$ cat config.mk
export PLATFORM = sky130hd
export DESIGN_NAME = ht6221_decoder_flat
export DESIGN_NICKNAME = d
export VERILOG_FILES = /design/src/rtl/ht6221_if.sv /design/src/rtl/ht6221_decoder.sv /design/src/flat_wrapper.sv
export SDC_FILE = /design/constraint.sdc
export NUM_CORES = 1
export LEC_CHECK = 0
export CAP_MARGIN = 20
export CORE_MARGIN = 4
export CORE_UTILIZATION = 45
export CTS_CLUSTER_SIZE = 40
export DETAILED_ROUTE_END_ITERATION = 8
export PLACE_DENSITY = 0.61
export SYNTH_ARGS = -nofsm -noshare
export SYNTH_HDL_FRONTEND = slang
export SYNTH_SLANG_ARGS = --single-unit
$ cat constraint.sdc
create_clock -name clk -period 3.1 [get_ports clk]
set_input_delay 0.31 -clock clk [delete_from_list [all_inputs] [get_ports clk]]
set_output_delay 0.31 -clock clk [all_outputs]
set_load 0.03 [all_outputs]
$ cat src/rtl/ht6221_if.sv
// Signal bundle between the HT6221 IR decoder and its consumer.
// The decoder (master) samples iIR and drives the decoded frame fields and the valid pulse.
interface ht6221_if;
    logic        iIR;
    logic [15:0] irdata;
    logic [15:0] iraddr;
    logic        get_flag;

    modport master (
        input  iIR,
        output irdata,
        output iraddr,
        output get_flag
    );

    modport slave (
        output iIR,
        input  irdata,
        input  iraddr,
        input  get_flag
    );
endinterface

$ cat src/rtl/ht6221_decoder.sv
// HT6221 / NEC-style IR frame decoder: edge-timed leader and bit windows, 32-bit LSB-first frame,
// data byte checked against its inverse, one-clk get_flag pulse on each accepted frame.
//
// state     | meaning
// ----------+------------------------------------------------------------
// IDLE      | waiting for a falling edge (leader start)
// LEAD_LOW  | timing the 9 ms leader burst
// LEAD_HIGH | timing the 4.5 ms leader space
// BIT_LOW   | timing the 560 us burst that opens each bit
// BIT_HIGH  | timing the bit space; its length encodes the bit value
module ht6221_decoder #(
    parameter int unsigned CLK_HZ = 50_000_000
) (
    input  logic     clk,
    input  logic     rst_n,
    ht6221_if.master ir_bus
);

    function automatic logic [19:0] us_to_cyc(input longint us);
        longint c;
        c = (longint'(CLK_HZ) * us) / 64'sd1_000_000;
        return 20'(c);
    endfunction

    localparam logic [19:0] LEAD_LOW_MIN  = us_to_cyc(8000);
    localparam logic [19:0] LEAD_LOW_MAX  = us_to_cyc(10000);
    localparam logic [19:0] LEAD_HIGH_MIN = us_to_cyc(4000);
    localparam logic [19:0] LEAD_HIGH_MAX = us_to_cyc(5000);
    localparam logic [19:0] BIT_SHORT_MIN = us_to_cyc(400);
    localparam logic [19:0] BIT_SHORT_MAX = us_to_cyc(700);
    localparam logic [19:0] BIT_LONG_MIN  = us_to_cyc(1400);
    localparam logic [19:0] BIT_LONG_MAX  = us_to_cyc(1900);

    typedef enum logic [2:0] {
        IDLE      = 3'd0,
        LEAD_LOW  = 3'd1,
        LEAD_HIGH = 3'd2,
        BIT_LOW   = 3'd3,
        BIT_HIGH  = 3'd4
    } state_t;

    logic        ir_s1;
    logic        ir_s2;
    logic        ir_d;
    logic        fall;
    logic        rise;
    logic [19:0] dur_cnt;

    state_t      state;
    logic [5:0]  bit_cnt;
    logic [31:0] frame;
    logic [31:0] frame_next;
    logic [15:0] irdata_r;
    logic [15:0] iraddr_r;
    logic        get_flag_r;

    logic        lead_low_ok;
    logic        lead_high_ok;
    logic        bit_short_ok;
    logic        bit_long_ok;

    // ir_d is the previous synchronized sample, used only for edge detection.
    always_ff @(posedge clk or negedge rst_n) begin
        if (!rst_n) begin
            ir_s1 <= 1'b1;
            ir_s2 <= 1'b1;
            ir_d  <= 1'b1;
        end else begin
            ir_s1 <= ir_bus.iIR;
            ir_s2 <= ir_s1;
            ir_d  <= ir_s2;
        end
    end

    assign fall = ir_d & ~ir_s2;
    assign rise = ~ir_d & ir_s2;

    always_ff @(posedge clk or negedge rst_n) begin
        if (!rst_n) begin
            dur_cnt <= '0;
        end else if (fall || rise) begin
            dur_cnt <= '0;
        end else if (dur_cnt != '1) begin
            dur_cnt <= dur_cnt + 20'd1;
        end
    end

    assign lead_low_ok  = (dur_cnt >= LEAD_LOW_MIN)  && (dur_cnt <= LEAD_LOW_MAX);
    assign lead_high_ok = (dur_cnt >= LEAD_HIGH_MIN) && (dur_cnt <= LEAD_HIGH_MAX);
    assign bit_short_ok = (dur_cnt >= BIT_SHORT_MIN) && (dur_cnt <= BIT_SHORT_MAX);
    assign bit_long_ok  = (dur_cnt >= BIT_LONG_MIN)  && (dur_cnt <= BIT_LONG_MAX);

    // New bits enter at the top so the first bit received ends up in frame[0].
    assign frame_next = {bit_long_ok, frame[31:1]};

    always_ff @(posedge clk or negedge rst_n) begin
        if (!rst_n) begin
            state      <= IDLE;
            bit_cnt    <= '0;
            frame      <= '0;
            irdata_r   <= '0;
            iraddr_r   <= '0;
            get_flag_r <= 1'b0;
        end else begin
            get_flag_r <= 1'b0;
            case (state)
                IDLE: begin
                    if (fall) begin
                        state   <= LEAD_LOW;
                        bit_cnt <= '0;
                    end
                end
                LEAD_LOW: begin
                    if (rise) begin
                        state <= lead_low_ok ? LEAD_HIGH : IDLE;
                    end else if (dur_cnt > LEAD_LOW_MAX) begin
                        state <= IDLE;
                    end
                end
                LEAD_HIGH: begin
                    if (fall) begin
                        state <= lead_high_ok ? BIT_LOW : IDLE;
                    end else if (dur_cnt > LEAD_HIGH_MAX) begin
                        state <= IDLE;
                    end
                end
                BIT_LOW: begin
                    if (rise) begin
                        state <= bit_short_ok ? BIT_HIGH : IDLE;
                    end else if (dur_cnt > BIT_SHORT_MAX) begin
                        state <= IDLE;
                    end
                end
                BIT_HIGH: begin
                    if (fall) begin
                        if (bit_short_ok || bit_long_ok) begin
                            frame   <= frame_next;
                            bit_cnt <= bit_cnt + 6'd1;
                            if (bit_cnt == 6'd31) begin
                                // The falling edge closing bit 32 is the stop burst; IDLE absorbs the rest.
                                state <= IDLE;
                                if (frame_next[31:24] == ~frame_next[23:16]) begin
                                    iraddr_r   <= frame_next[15:0];
                                    irdata_r   <= frame_next[31:16];
                                    get_flag_r <= 1'b1;
                                end
                            end else begin
                                state <= BIT_LOW;
                            end
                        end else begin
                            state <= IDLE;
                        end
                    end else if (dur_cnt > BIT_LONG_MAX) begin
                        state <= IDLE;
                    end
                end
                default: state <= IDLE;
            endcase
        end
    end

    assign ir_bus.irdata   = irdata_r;
    assign ir_bus.iraddr   = iraddr_r;
    assign ir_bus.get_flag = get_flag_r;

endmodule

$ cat src/flat_wrapper.sv
// flat-port wrapper written by rule: the top's interface ports become plain ports
module ht6221_decoder_flat 
#(
    parameter int unsigned CLK_HZ = 50_000_000
)
  (clk, rst_n, ir_bus_iIR, ir_bus_irdata, ir_bus_iraddr, ir_bus_get_flag);
  ht6221_if ir_bus_i ();
  input  logic clk;
  input  logic rst_n;
  input wire logic [$bits(ir_bus_i.iIR)-1:0] ir_bus_iIR;
  output wire logic [$bits(ir_bus_i.irdata)-1:0] ir_bus_irdata;
  output wire logic [$bits(ir_bus_i.iraddr)-1:0] ir_bus_iraddr;
  output wire logic [$bits(ir_bus_i.get_flag)-1:0] ir_bus_get_flag;
  assign ir_bus_i.iIR = ir_bus_iIR;
  assign ir_bus_irdata = ir_bus_i.irdata;
  assign ir_bus_iraddr = ir_bus_i.iraddr;
  assign ir_bus_get_flag = ir_bus_i.get_flag;
  ht6221_decoder #(.CLK_HZ(CLK_HZ)) u_core (.clk(clk), .rst_n(rst_n), .ir_bus(ir_bus_i));
endmodule
* Word level (Yosys, flattened, before mapping)
Cells that the tools add are included.
** Cells by class
- Add/subtract/negate cells :: 2
- $lt $le $gt $ge :: 12
- Equality and inequality tests :: 14
- Mux-type cells :: 26
- Bitwise logic cells :: 5
- Reductions and logical operators :: 13
** Operators with widths (number)
- $mux W20 :: 2
- $mux W3 :: 10
- $add A20 B1 Y20 const B :: 1
- $ge A20 B15 Y1 const B :: 1
- $ge A20 B17 Y1 const B :: 1
- $ge A20 B18 Y1 const B :: 1
- $ge A20 B19 Y1 const B :: 1
- $gt A20 B16 Y1 const B :: 1
- $gt A20 B17 Y1 const B :: 1
- $gt A20 B18 Y1 const B :: 1
- $gt A20 B19 Y1 const B :: 1
- $le A20 B16 Y1 const B :: 1
- $le A20 B17 Y1 const B :: 1
- $le A20 B18 Y1 const B :: 1
- $le A20 B19 Y1 const B :: 1
- $ne A20 B20 Y1 const B :: 1
- $mux W6 :: 3
- $pmux W3 S5 :: 1
- $ne A3 B1 Y1 const B :: 4
- $pmux W6 S2 :: 1
- $reduce_and A5 Y1 :: 2
- $eq A8 B8 Y1 :: 1
- $mux W2 :: 4
- $not A8 Y8 :: 1
- 15 further kinds :: 29
** Word-level totals
- Flip-flop bits (word level) :: 97
- Input bits :: 3
- Output and inout bits :: 33

* Longest topological paths before layout
- Word-level depth :: 8
- Gate-level depth with buffers :: 10

* Worst setup path after synthesis
No wires, ideal clock.
- Path type :: register to register
- Start point :: register u_core.ir_d
- End point :: register u_core.iraddr_r[0] (netlist: u_core.ir_bus.iraddr[0])
- Arrival :: 2.414 ns
- Required time :: 2.975 ns
- Path slack :: 0.561 ns
- Stages on the path, launching flop included :: 10
- Path buffers :: 1
- Clock period less this slack :: 2.539 ns
- Cell sequence :: dfstp_2 ha_1 nor3b_1 nand2_1 nor2_1 nand3_1 nor3_1 a21o_1 buf_2 mux2_2
** Between the ends
- Cells in the longest elaborated chain, start to end :: 2
** RTL lines
- start: declaration :: line ht6221_decoder.sv:44 : logic ir_d;
- start signal: assignment :: line ht6221_decoder.sv:71 : ir_d <= ir_s2;
- $and A1 B1 Y1 :: line ht6221_decoder.sv:75 : assign fall = ir_d & ~ir_s2;
- $reduce_and A5 Y1 (no line)
- end signal: assignment :: line ht6221_decoder.sv:143 : iraddr_r <= frame_next[15:0];
- end: declaration :: line ht6221_decoder.sv:54 : logic [15:0] iraddr_r;
Every way passes these cells.
A chain may end at the register's enable or synchronous reset.

* Worst setup path after layout
- Start point :: register u_core.dur_cnt[2]
- End point :: register u_core.iraddr_r[12] (netlist: u_core.ir_bus.iraddr[12])
** Between the ends
- Cells in the longest elaborated chain, start to end :: 4
- Elaborated cells on any way between the ends :: 9
- Those cells by class :: 4 x order compare; 1 x eq/ne; 4 x reduce/logical
** RTL lines
- start: declaration :: line ht6221_decoder.sv:47 : logic [19:0] dur_cnt;
- start signal: assignment :: line ht6221_decoder.sv:84 : dur_cnt <= dur_cnt + 20'd1;
- $ge A20 B17 Y1, or another cell as far along :: line ht6221_decoder.sv:91 : assign bit_long_ok = (dur_cnt >= BIT_LONG_MIN) && (dur_cnt <= BIT_LONG_MAX);
- $logic_and A1 B1 Y1 (on tied branches) :: line ht6221_decoder.sv:91, ht6221_decoder.sv:90
- $eq A8 B8 Y1 or $logic_or A1 B1 Y1 (tied branches) :: line ht6221_decoder.sv:142, ht6221_decoder.sv:136
- $reduce_and A5 Y1 (no line) *
Every way passes the cells marked *; elsewhere a longest branch is shown, timed or not.

==> impl_metrics.yaml <==
die:
  start_util_pct: 46.6
  coreArea_um2: 9860
  die_w_um: 109
  die_area_um2: 11900
  ios: 36
  die_h_um: 109
  num_rows: 36
global_routing:
  grt_pass1_wl_um: 15500
  antenna_found_initial: 0
  grt_max_degree: 55
  track_usage_pct: 16.6
  grt_pass1_vias: 3178
  overflow: 0
placed_design:
  place_inst: 558
  dp_slack_ps: 438
  hpwl_um: 6190
  place_congestion: 0.847
  port_buffers: 35
clocking:
  cts_setup_buffers: 0
  htreeDepth: 3
  numCtsBuffers: 9
  ctsHoldBuffers: 1
  cts_tree: "built"
  cts_sinks: 96
  cts-root-buf: "clkbuf_8"
  cts_resized: 0
  path_clk_slew_ps: 90
  cts_max_path_buffers: 2
  clk_latency_ps: 360
routing:
  antenna_left: 0
  wl_per_cell_um: 15.7
  drt_first_iter_violations: 135
  routed_wl_um: 9030
  drtPass1Iterations: 4
  viasPerCell: 5.57
  drc_errors: 0
  num_vias: 3203
logic_synthesis:
  synthMuxAreaShare_pct: 14.9
  synth_seq_cells: 96
  synth_common_cells: "93 x dfrtp_1, 61 x mux2_2, 31 x nor2_1"
  synth_cell_types: 57
  synthCells: 403
  synthSimpleGateAreaFrac_pct: 15.9
  async_flop_share_pct: 100
  yosysMostFrequentCell: "dfrtp_1"
  ys_warn_count: 0
  synthAdderAreaFrac_pct: 1.36
  synth_top_family_by_area: "simple AND/OR/NAND/NOR gates"
  synth_compound_area_share_pct: 7.51
  seq_area_frac_synth_pct: 52.4
  post-synth-top-area-cell: "dfrtp_1"
  synth_area_um2: 4600
  synth_top_area_share_pct: 50.6
  syn-num-nets: 411
  synth_area_per_cell_um2: 11.4
  ys_top_cells_by_area: "dfrtp_1 51%, mux2_2 15%, nor2_1 2.5%"
  synthFlopType: "dfrtp_1"
  synth_xor_area_share_pct: 4.38
  synth_edf_count: 0
outcome:
  status: "complete, no violations"
finish:
  final_cells: 575
  n_fill_cell: 883
  final_nets: 445
  area_growth_pct: 15.1
  drive_gt1_share_pct: 21.9
  n_antenna_cell: 0
worst_hold_path:
  hp-class: "in -> reg"
  hold_depth: 1
power:
  p_total_w: 0.00220
  internal-power_w: 0.00169
  p_switching_w: 0.000511
  leakage_nw: 2.34
  swShare_pct: 23.2
  ir_drop_mv: 0.243
  clock_power_share_pct: 37.9
  power_frac_seq_pct: 58.0
  combPwrFrac_pct: 4.0
  power_density_nw_per_um2: 416
sta:
  whs_ps: 348
  fin_crit_sh_pct: 85.3
  rsz0062_at_grt: "false"
  tns_ps: 0
  fin_skew_ps: 8.73
  relSlewSlack_pct: 54.0
  finalCriticalPeriod_ps: 2650
  worst_slew_pin_slew_ps: 690
  hold_viol_final: 0
  setup_viol: 0
  worst_slack_ps: 454
  max_freq_mhz: 378
  slew_violations: 0
critical_path:
  crit_required_ps: 3340
  cp_top_family: "simple AND/OR/NAND/NOR gates"
  max_stage_delay_ps: 450
  crit_arrival_ps: 2890
  startpoint_type: "register"
  worst-path-stages: 7
  cp-end-kind: "register"
  worstPathMaxFanout: 30
  critical_path.cell_chain: "or3_1 > nor4_1 > o2111ai_1 > nor3_1 > a21o_1 > buf_12 > mux2_2"
  reg2reg_depth: 7
  crit_type: "reg -> reg"
  slowest_stage: "dfrtp_1"
  cp.buffers_inverters: 1
run:
  drv_cap: 0
-- worst paths after layout --
path | from | to | slack, ps
worst max-delay path | u_core.dur_cnt[2] | u_core.ir_bus.iraddr[12] | 450
worst min-delay path | ir_bus_iIR | u_core.ir_s1 | 350
worst max register to register | u_core.dur_cnt[2] | u_core.ir_bus.iraddr[12] | 450
worst min register to register | u_core.ir_s1 | u_core.ir_s2 | 370
max in group asynchronous | rst_n | u_core.frame[14] | 1810
min in group asynchronous | rst_n | u_core.dur_cnt[15] | 510
-- per-layer routing --
layer  vias to the layer above  wire, µm  global-route usage (%)
li1                       1532         -                       -
met4                         0       176                    7.03
met5                         -         0                       0
met2                        64      4180                    25.2
met1                      1593      4330                    23.2
met3                        14       345                    3.20
-- per-stage QoR --
stage	area, µm²	utilization [%]
floorplan	4600	-
detailed placement	5080	51.5
global placement	5080	51.5
CTS	5290	53.6
finish	5290	53.6
global route	5290	53.6
-- area by class of cell --
type                    instances  area [µm²]  area share [%]
flip-flops and latches         96        2410            45.5
multi-input cells             275        2030            38.3
repair buffers                 46         458            8.66
well taps                     133         166            3.15
clock buffers                  12         145            2.74
clock inverters                 4        52.6           0.994
inverters                       9        33.8           0.639
-- sequential cells by signal (all words and copies together), names as in the netlist --
name	cells
u_core.frame	31
u_core.dur_cnt	20
u_core.ir_bus.iraddr	16
u_core.ir_bus.irdata	16
u_core.bit_cnt	6
u_core.state	3
u_core.ir_bus.get_flag	1
u_core.ir_d	1
u_core.ir_s1	1
u_core.ir_s2	1
-- cells by family after synthesis --
kind of cell             Yosys count
XOR/XNOR                          23
buffers and inverters             32
adder cells (fa/ha/maj)            5
multiplexers                      61
flip-flops                        96
AO/OA/AOI/OAI                     52
AND/OR/NAND/NOR                  134
-- placed cells by master, fill, tap and decap left out, types with 4 or more instances in the layout --
| cell type | Yosys | final |
|---|---|---|
| nand3_1 | 19 | 19 |
| a211oi_1 | 4 | 4 |
| nand2_1 | 22 | 22 |
| o21ai_0 | 14 | 14 |
| a21oi_1 | 7 | 7 |
| buf_4 | 0 | 9 |
| nor3_1 | 6 | 6 |
| clkdlybuf4s50_1 | 0 | 34 |
| mux2_2 | 61 | 61 |
| inv_1 | 8 | 8 |
| xnor2_1 | 11 | 11 |
| nor2_1 | 31 | 31 |
| nand4_1 | 14 | 14 |
| or3_1 | 5 | 5 |
| nand4b_1 | 4 | 4 |
| dfrtp_1 | 93 | 93 |
| ha_1 | 5 | 5 |
| xor2_1 | 12 | 12 |
| clkbuf_8 | 0 | 10 |
| nor4_1 | 5 | 5 |
-- power by group through the flow --
stage / clock, W / combinational, W / sequential, W
floorplan: 0 / 0.0000466 / 0.00130
global placement: 0 / 0.0000868 / 0.00130
detailed placement: 0 / 0.0000895 / 0.00130
CTS: 0.000866 / 0.0000908 / 0.00128
global route: 0.000908 / 0.000105 / 0.00128
finish: 0.000835 / 0.0000884 / 0.00128
Power figures use the tool's default switching activity.
